==> config.mk <==
export PLATFORM = sky130hd
export DESIGN_NAME = rsp_receiver
export DESIGN_NICKNAME = d
export VERILOG_FILES = /design/src/rtl/rsp_receiver.sv
export SDC_FILE = /design/constraint.sdc
export NUM_CORES = 1
export LEC_CHECK = 0
export BUFFER_PORTS_ARGS = -buffer_cell sky130_fd_sc_hd__buf_4
export CORE_MARGIN = 5
export CORE_UTILIZATION = 47
export CTS_BUF_LIST = sky130_fd_sc_hd__clkbuf_2 sky130_fd_sc_hd__clkbuf_4 sky130_fd_sc_hd__clkbuf_8
export DETAILED_ROUTE_END_ITERATION = 8
export PLACE_DENSITY = 0.65
export SLEW_MARGIN = 20
export SYNTH_ARGS = -nofsm -noshare
export SYNTH_HDL_FRONTEND = slang
export SYNTH_SLANG_ARGS = --single-unit
==> constraint.sdc <==
create_clock -name clk_i -period 15.45 [get_ports clk_i]
set_input_delay 4.635 -clock clk_i [delete_from_list [all_inputs] [get_ports clk_i]]
set_output_delay 4.635 -clock clk_i [all_outputs]
set_load 0.02 [all_outputs]
==> src/rtl/rsp_receiver.sv <==
// SD card CMD-line response receiver: waits for the start bit, shifts in a 48- or 136-bit
// frame, checks CRC7, index and end bit, and reports the result with a one-cycle done pulse.
module rsp_receiver #(
    parameter int TimeoutCycles = 64
) (
    input  logic         clk_i,
    input  logic         rst_i,
    input  logic         sd_clk_en_i,
    input  logic         sd_cmd_i,
    input  logic         start_i,
    input  logic         abort_i,
    input  logic         long_rsp_i,
    input  logic         index_check_en_i,
    input  logic         crc_check_en_i,
    input  logic [5:0]   expected_index_i,
    output logic         busy_o,
    output logic         done_o,
    output logic [119:0] rsp_o,
    output logic [5:0]   rsp_index_o,
    output logic         timeout_err_o,
    output logic         crc_err_o,
    output logic         end_bit_err_o,
    output logic         index_err_o
);

    localparam int TW = $clog2(TimeoutCycles + 1);
    localparam logic [TW-1:0] TimeoutLast = TW'(TimeoutCycles - 1);

    typedef enum logic [1:0] {IDLE, WAIT_START, RECEIVE, DONE} state_t;

    state_t          state;
    logic [TW-1:0]   timeout_cnt;
    logic [7:0]      bit_cnt;
    logic [132:0]    shreg;
    logic [6:0]      crc;
    logic            long_q;
    logic            index_en_q;
    logic            crc_en_q;
    logic [5:0]      exp_index_q;

    // Frame as it stands once the bit currently on the line is included; bit 0 is the end bit.
    logic [133:0]    frame;
    logic            crc_fb;
    logic [6:0]      crc_next;
    logic            crc_in_range;
    logic [5:0]      idx_field;
    logic [119:0]    rsp_field;

    assign frame        = {shreg, sd_cmd_i};
    assign crc_fb       = crc[6] ^ sd_cmd_i;
    assign crc_next     = {crc[5:3], crc[2] ^ crc_fb, crc[1:0], crc_fb};
    // The start bit is never fed in: it is always 0, which leaves a zero CRC unchanged.
    assign crc_in_range = (bit_cnt >= 8'd8) && (bit_cnt <= 8'd127);
    assign idx_field    = long_q ? frame[133:128] : frame[45:40];
    assign rsp_field    = long_q ? frame[127:8] : {88'b0, frame[39:8]};

    // NOTE: sequential state uses non-blocking assignments only, so every register samples
    // the pre-edge values and evaluation order inside the block does not matter.
    always_ff @(posedge clk_i or posedge rst_i) begin
        if (rst_i) begin
            // NOTE: the shift register is plain flops, not a RAM, so it is reset along with
            // the rest; a frame cut by reset can never leak into the next response.
            state         <= IDLE;
            timeout_cnt   <= '0;
            bit_cnt       <= '0;
            shreg         <= '0;
            crc           <= '0;
            long_q        <= 1'b0;
            index_en_q    <= 1'b0;
            crc_en_q      <= 1'b0;
            exp_index_q   <= '0;
            busy_o        <= 1'b0;
            done_o        <= 1'b0;
            rsp_o         <= '0;
            rsp_index_o   <= '0;
            timeout_err_o <= 1'b0;
            crc_err_o     <= 1'b0;
            end_bit_err_o <= 1'b0;
            index_err_o   <= 1'b0;
        end else if (abort_i) begin
            state         <= IDLE;
            busy_o        <= 1'b0;
            done_o        <= 1'b0;
            timeout_err_o <= 1'b0;
            crc_err_o     <= 1'b0;
            end_bit_err_o <= 1'b0;
            index_err_o   <= 1'b0;
        end else begin
            done_o <= 1'b0;
            case (state)
                IDLE: begin
                    if (start_i) begin
                        long_q        <= long_rsp_i;
                        index_en_q    <= index_check_en_i;
                        crc_en_q      <= crc_check_en_i;
                        exp_index_q   <= expected_index_i;
                        timeout_cnt   <= '0;
                        bit_cnt       <= '0;
                        shreg         <= '0;
                        crc           <= '0;
                        rsp_o         <= '0;
                        rsp_index_o   <= '0;
                        timeout_err_o <= 1'b0;
                        crc_err_o     <= 1'b0;
                        end_bit_err_o <= 1'b0;
                        index_err_o   <= 1'b0;
                        busy_o        <= 1'b1;
                        state         <= WAIT_START;
                    end
                end

                WAIT_START: begin
                    if (sd_clk_en_i) begin
                        if (!sd_cmd_i) begin
                            bit_cnt <= long_q ? 8'd134 : 8'd46;
                            state   <= RECEIVE;
                        end else if (timeout_cnt == TimeoutLast) begin
                            timeout_err_o <= 1'b1;
                            busy_o        <= 1'b0;
                            done_o        <= 1'b1;
                            state         <= DONE;
                        end else begin
                            timeout_cnt <= timeout_cnt + 1'b1;
                        end
                    end
                end

                RECEIVE: begin
                    if (sd_clk_en_i) begin
                        shreg <= frame[132:0];
                        if (crc_in_range) begin
                            crc <= crc_next;
                        end
                        if (bit_cnt == 8'd0) begin
                            rsp_o         <= rsp_field;
                            rsp_index_o   <= idx_field;
                            crc_err_o     <= crc_en_q && (crc != frame[7:1]);
                            index_err_o   <= index_en_q && !long_q && (idx_field != exp_index_q);
                            end_bit_err_o <= !sd_cmd_i;
                            busy_o        <= 1'b0;
                            done_o        <= 1'b1;
                            state         <= DONE;
                        end else begin
                            bit_cnt <= bit_cnt - 1'b1;
                        end
                    end
                end

                DONE: begin
                    state <= IDLE;
                end

                default: begin
                    state <= IDLE;
                end
            endcase
        end
    end

endmodule

==> metrics.txt, run 1 <==
maximum number of pins on one net before global-route repair roughly 140; cell taking the most area after synthesis dfrtp_1; Clk Tree Root Cell clkbuf_8; arrival time reported for the critical path endpoint ~7500 ps; Yosys top cell area share between 60% and 70%; setup violators final 0; count of filler cells inserted in the layout around 2000; most instantiated flip-flop cell in the synthesis netlist dfrtp_1; routed vias/inst 5.663; number of hold violations in the final report 0; CP Max Fanout between 40 and 50; unrepaired setup endpoints after global routing no; # clock sinks roughly 300; clock tree from TritonCTS built; first-pass GRT wire length 40.63 mm; fraction of layout instances using a drive strength above 1 a little over a quarter; result of the run finished, final reports clean; final routed wire length divided by cell count 18.60 um; Hold Crit Class flip-flop to flip-flop; Worst Slack Setup Final 8458 ps; total negative setup slack 0 ps; vias 7492; final cell utilization of the core between 50 and 60%; total clock buffers created by CTS 48; clock skew after layout roughly 18 ps; Critical Path Sink Type flip-flop; count of yosys warnings during synthesis 0; total DRC errors in the routed layout 0; global router's overall resource usage 17.50%; upper clock frequency limit ~140 MHz; placeable core area roughly 24000 sq um; number of instances resized during post-cts repair 0; final antenna-violating net count 0; count of routing violations after the opening detailed-route iteration between 500 and 600; worst relative slew slack between 20 and 30%; HPWL Detailed between 15 and 20 mm; dominant cells by area after synthesis dfrtp_1, a22o_1, buf_2, o21ai_0, mux2_2; CTS max path bufs 3; worst vdd ir between 80 and 90 uV; power density relative to cell area 139.8 nW/um^2; Overflow after GRT 0; vias in the first global route between 7000 and 8000; starting density of the core between 40 and 50%; maximum level of the CTS H-tree 2; GPL Wtd Cong slightly above 0.8; Leakage between 6 and 7 nW; area growth from synthesis to layout 19.54%; Post-Synthesis Mean Instance Area about 14 sq um; Rows 57; total standard cell area after synthesis approximately 11000 sq um; WP data required roughly 16000 ps; unique cell type count in the Yosys netlist 52; quantity of I/O buffers inserted on ports 146; slew at the pin closest to its max-slew limit 1069 ps; post-synthesis sequential element count ~300; CTS Hold Bufs 0; synthesized instance count just over 800; pins over their slew limit 0; count of maximum capacitance violations 0; clock network latency to the later pin of the worst-skew pair 550 ps; share of the clock period used by the worst path after layout approximately 45%; most frequent cells in the layout dfrtp_1, a22o_1, buf_4, clkbuf_8, nand2_1; final wirelength 24.60 mm; number of setup buffers added after CTS 0; detailed-routing iteration count for the pre-antenna-repair pass 5; FFs w/ async S/R, synth 100.0%; chip height between 150 and 200 um; Mapped Nets 850; WS Path Type input pin to flip-flop; post-layout net count 986; sequential cell area fraction in the yosys report between 60% and 70%; EDFF count, synth 0; initial antenna violation count 0; Ports around 150; minimum clock period after layout between 6000 and 7000 ps; commonest non-fill, non-tap cell in the layout dfrtp_1; total die area approximately 28000 sq um; final antenna diode count 0; dpl ws around 7500 ps; x dimension of the die around 170 um; CP startpoint kind input pin; clock input transition at the sequential cells of the worst setup and hold paths ~60 ps
## kinds of logic after synthesis
kind of cell | Yosys count | synth area share [%]
simple gates | 83 | 3.989
mux | 18 | 1.705
xor+xnor | 17 | 1.301
flops | 298 | 65.14
compound gates | 323 | 23.48
buf+inv | 80 | 3.509
fa+ha+maj | 8 | 0.8744
## flip-flops by register name (all words and copies together) (netlist names)
register and flops:
timeout_cnt 7, exp_index_q 6, long_q 1, crc 7, rsp_o 120, index_err_o 1, crc_en_q 1, end_bit_err_o 1
crc_err_o 1, timeout_err_o 1, state 2, bit_cnt 8, shreg 133, busy_o 1, index_en_q 1, rsp_index_o 6
done_o 1
## power breakdown
group | total, W | internal, W | leakage [nW] | switching, W
clock network | 0.000670 | 0.000370 | 0.516 | 0.000301
registers | 0.000853 | 0.000814 | 4.14 | 0.0000389
logic | 0.000390 | 0.000111 | 2.16 | 0.000278
total | 0.00191 | 0.00130 | 6.81 | 0.000618
## worst max-delay path: stages
cell and delay, ps:
buf_4 100, nand2b_1 210, o2111ai_4 320, nor2_4 740, and2_2 680, buf_4 540, a22o_1 200
## synth_stat cells, types with 7 or more instances
cell type    n
xor2_1       9
buf_6        7
clkbuf_1    23
ha_1         8
nand3_1      7
mux2_2      11
dfrtp_1    298
buf_2       33
inv_1       11
nand4_1      7
nand2_1     27
a21oi_1     13
o21ai_0     25
nor2_1      14
a22o_1     254
xnor2_1      8
## per-layer routing
| layer | track usage (%) | vias to the layer above | part of all wire, % |
|---|---|---|---|
| li1 | - | 3447 | - |
| met1 | 25.39 | 3800 | 47 |
| met3 | 4.213 | 50 | 5.7 |
| met4 | 4.519 | 0 | 2.1 |
| met2 | 26.85 | 195 | 45 |
| met5 | 0 | - | 0 |
## final timing paths
path                                      from             end  slack (ps)  cells after the start
worst max-delay path                   start_i       rsp_o[76]        8460                      7
worst min-delay path            rsp_index_o[5]  rsp_index_o[5]         490                      1
worst max register to register        state[0]       rsp_o[76]       11410                      7
worst min register to register  rsp_index_o[5]  rsp_index_o[5]         490                      1
max in group asynchronous                rst_i       shreg[90]        9190                      4
min in group asynchronous                rst_i       shreg[93]        4310                      2
## per-stage QoR
stage                     power [W]  hold WS (ps)  cells  area [sq um]
after floorplan            0.001173         472.9    827         11450
after global placement     0.001242         475.1   1236         12680
after detailed placement   0.001248         479.6   1236         12680
after CTS                  0.001926         497.6   1322         13650
after global routing       0.002016         516.0   1323         13680
final                      0.001913         491.8   1323         13680
## area by class of cell
type	instances	area [sq um]	share of cell area, %
Clock buffer	72	890.9	6.510
Clock inverter	14	80.08	0.5852
Timing Repair Buffer	154	1184	8.650
Inverter	12	52.55	0.3840
Multi-Input combinational cell	449	3615	26.41
Tap cell	324	405.4	2.962
Sequential cell	298	7457	54.49
Power figures use the tool's default switching activity.
==> run 2: changes to the inputs <==
- PLACE_DENSITY: 0.65 -> 0.68
- clock period: 15.45 -> 5.9 ns (I/O delays scaled with it)
==> metrics.txt, run 2 (synthesis gave the netlist of run 1 again) <==
final antenna-violating net count 0; share of the clock period used by the worst path after layout roughly 60%; result of the run finished, final reports clean; flip-flop count of the largest register, all copies and words added 133; clock tree from TritonCTS built; post-layout net count just under 1000; chip height roughly 170 um; routed vias/inst approximately 5.6; WP data required about 6400 ps; final cell utilization of the core between 50% and 60%; worst relative slew slack approximately 28%; arrival time reported for the critical path endpoint about 4000 ps; Ports 147; placeable core area 24180 sq um; Leakage between 6 and 7 nW; HPWL Detailed 15.44 mm; power density relative to cell area 368.7 nW/um^2; minimum clock period after layout 3477 ps; CP Max Fanout 54; GPL Wtd Cong around 0.81; clock input transition at the sequential cells of the worst setup and hold paths 60 ps; Largest Register shreg; total die area approximately 28000 sq um; x dimension of the die between 150 and 200 um; number of cell instances on the worst register-to-register path 7; unrepaired setup endpoints after global routing no; final wirelength ~24 mm; WS Path Type input pin to flip-flop; Critical Path Sink Type flip-flop; number of hold violations in the final report 0; final routed wire length divided by cell count approximately 18 um; Overflow after GRT 0; area growth from synthesis to layout 20.24%; total clock buffers created by CTS 47; first-pass GRT wire length 40.74 mm; CTS max path bufs 3; most frequent cells in the layout dfrtp_1, a22o_1, buf_4, clkbuf_8, nand2_1; total negative setup slack 0 ps; total DRC errors in the routed layout 0; count of routing violations after the opening detailed-route iteration about 670; # clock sinks between 200 and 300; quantity of I/O buffers inserted on ports roughly 150; maximum number of pins on one net before global-route repair about 140; capture endpoint of the worst hold path rsp_index_o[4]; Clk Tree Root Cell clkbuf_8; CP startpoint kind input pin; upper clock frequency limit approximately 290 MHz; fraction of layout instances using a drive strength above 1 a little over a quarter; footprint of the flip-flops and latches ~7500 sq um; reg-to-reg critical path endpoint rsp_o[114]; critical register-to-register path startpoint state[0]; clock skew after layout 33.37 ps; global router's overall resource usage roughly 18%; Hold Crit Class flip-flop to flip-flop; start point of the critical path start_i; number of setup buffers added after CTS 0; CTS Hold Bufs 0; final antenna diode count 0; commonest non-fill, non-tap cell in the layout dfrtp_1; pins over their slew limit 0; worst vdd ir approximately 270 uV; count of maximum capacitance violations 0; Post-Route Hold Slack just under 500 ps; largest registers shreg: 133 flops, rsp_o: 120 flops, bit_cnt: 8 flops; setup slack of the most critical reg-to-reg path ~2400 ps; vias in the first global route approximately 7500; beginning of the worst hold path rsp_index_o[4]; slew at the pin closest to its max-slew limit approximately 1100 ps; vias roughly 7400; Rows between 50 and 60; worst hold stages 1; area of combinational cells with multiple inputs 3615 sq um; starting density of the core a little under half; initial antenna violation count 0; setup violators final 0; detailed-routing iteration count for the pre-antenna-repair pass 5; maximum level of the CTS H-tree 2; clock network latency to the later pin of the worst-skew pair between 500 and 600 ps; post-route cell area 13760 sq um; count of filler cells inserted in the layout just under 2000; Area after DPL 12720 sq um; number of instances resized during post-cts repair 0
run 2: changes by cell type in the layout (fill, tap and decap cells not counted), moves of 2 or more:
cell and change:
clkbuf_8 +7, clkinv_2 -7, buf_6 -2, clkinvlp_4 -2, buf_4 +3, buf_12 +2
run 2: how the worst max path moves through the flow:
stage | to | slack (ps) | cells past startpoint
global route | rsp_index_o[0] | 2180 | 7
floorplan | bit_cnt[0] | 170 | 1
CTS | rsp_index_o[2] | 2420 | 7
detailed placement | rsp_index_o[5] | 1820 | 6
global placement | rsp_o[72] | 1880 | 8
finish | rsp_o[114] | 2420 | 6
run 2: metrics by stage:
step           cells  total power [W]  setup slack (ps)
6_report        1325         0.005075              2423
3_3_place_gp    1239         0.003255              1884
3_5_place_dp    1239         0.003272              1820
4_1_cts         1325         0.005136              2419
5_1_grt         1325         0.005351              2178
2_1_floorplan    827         0.003072             170.9
run 2: routing by layer:
layer	global-route usage, %	vias to the layer above	part of all wire, %
met3	4.285	31	5.4
met5	0	-	0
met1	24.37	3766	46
met2	27.68	192	47
met4	5.201	0	1.7
li1	-	3452	-
run 2: cell type report:
| cell class | instances | area share, % |
|---|---|---|
| Multi-Input combinational cell | 449 | 26.26 |
| Tap cell | 324 | 2.945 |
| Inverter | 12 | 0.3545 |
| Clock inverter | 6 | 0.3454 |
| Sequential cell | 298 | 54.18 |
| Timing Repair Buffer | 156 | 8.690 |
| Clock buffer | 80 | 7.227 |
run 2: power breakdown:
| part | total (W) | leakage (nW) | switching (W) | internal (W) |
|---|---|---|---|---|
| Sequential | 0.00224 | 4.14 | 0.000107 | 0.00213 |
| Clock | 0.00184 | 0.555 | 0.000779 | 0.00107 |
| Combinational | 0.000991 | 2.16 | 0.000708 | 0.000282 |
run 2: critical path, stage by stage:
cell and delay [ps]:
buf_4 120, nand2b_1 220, o2111ai_4 410, nand2b_4 600, buf_4 580, a22o_1 240
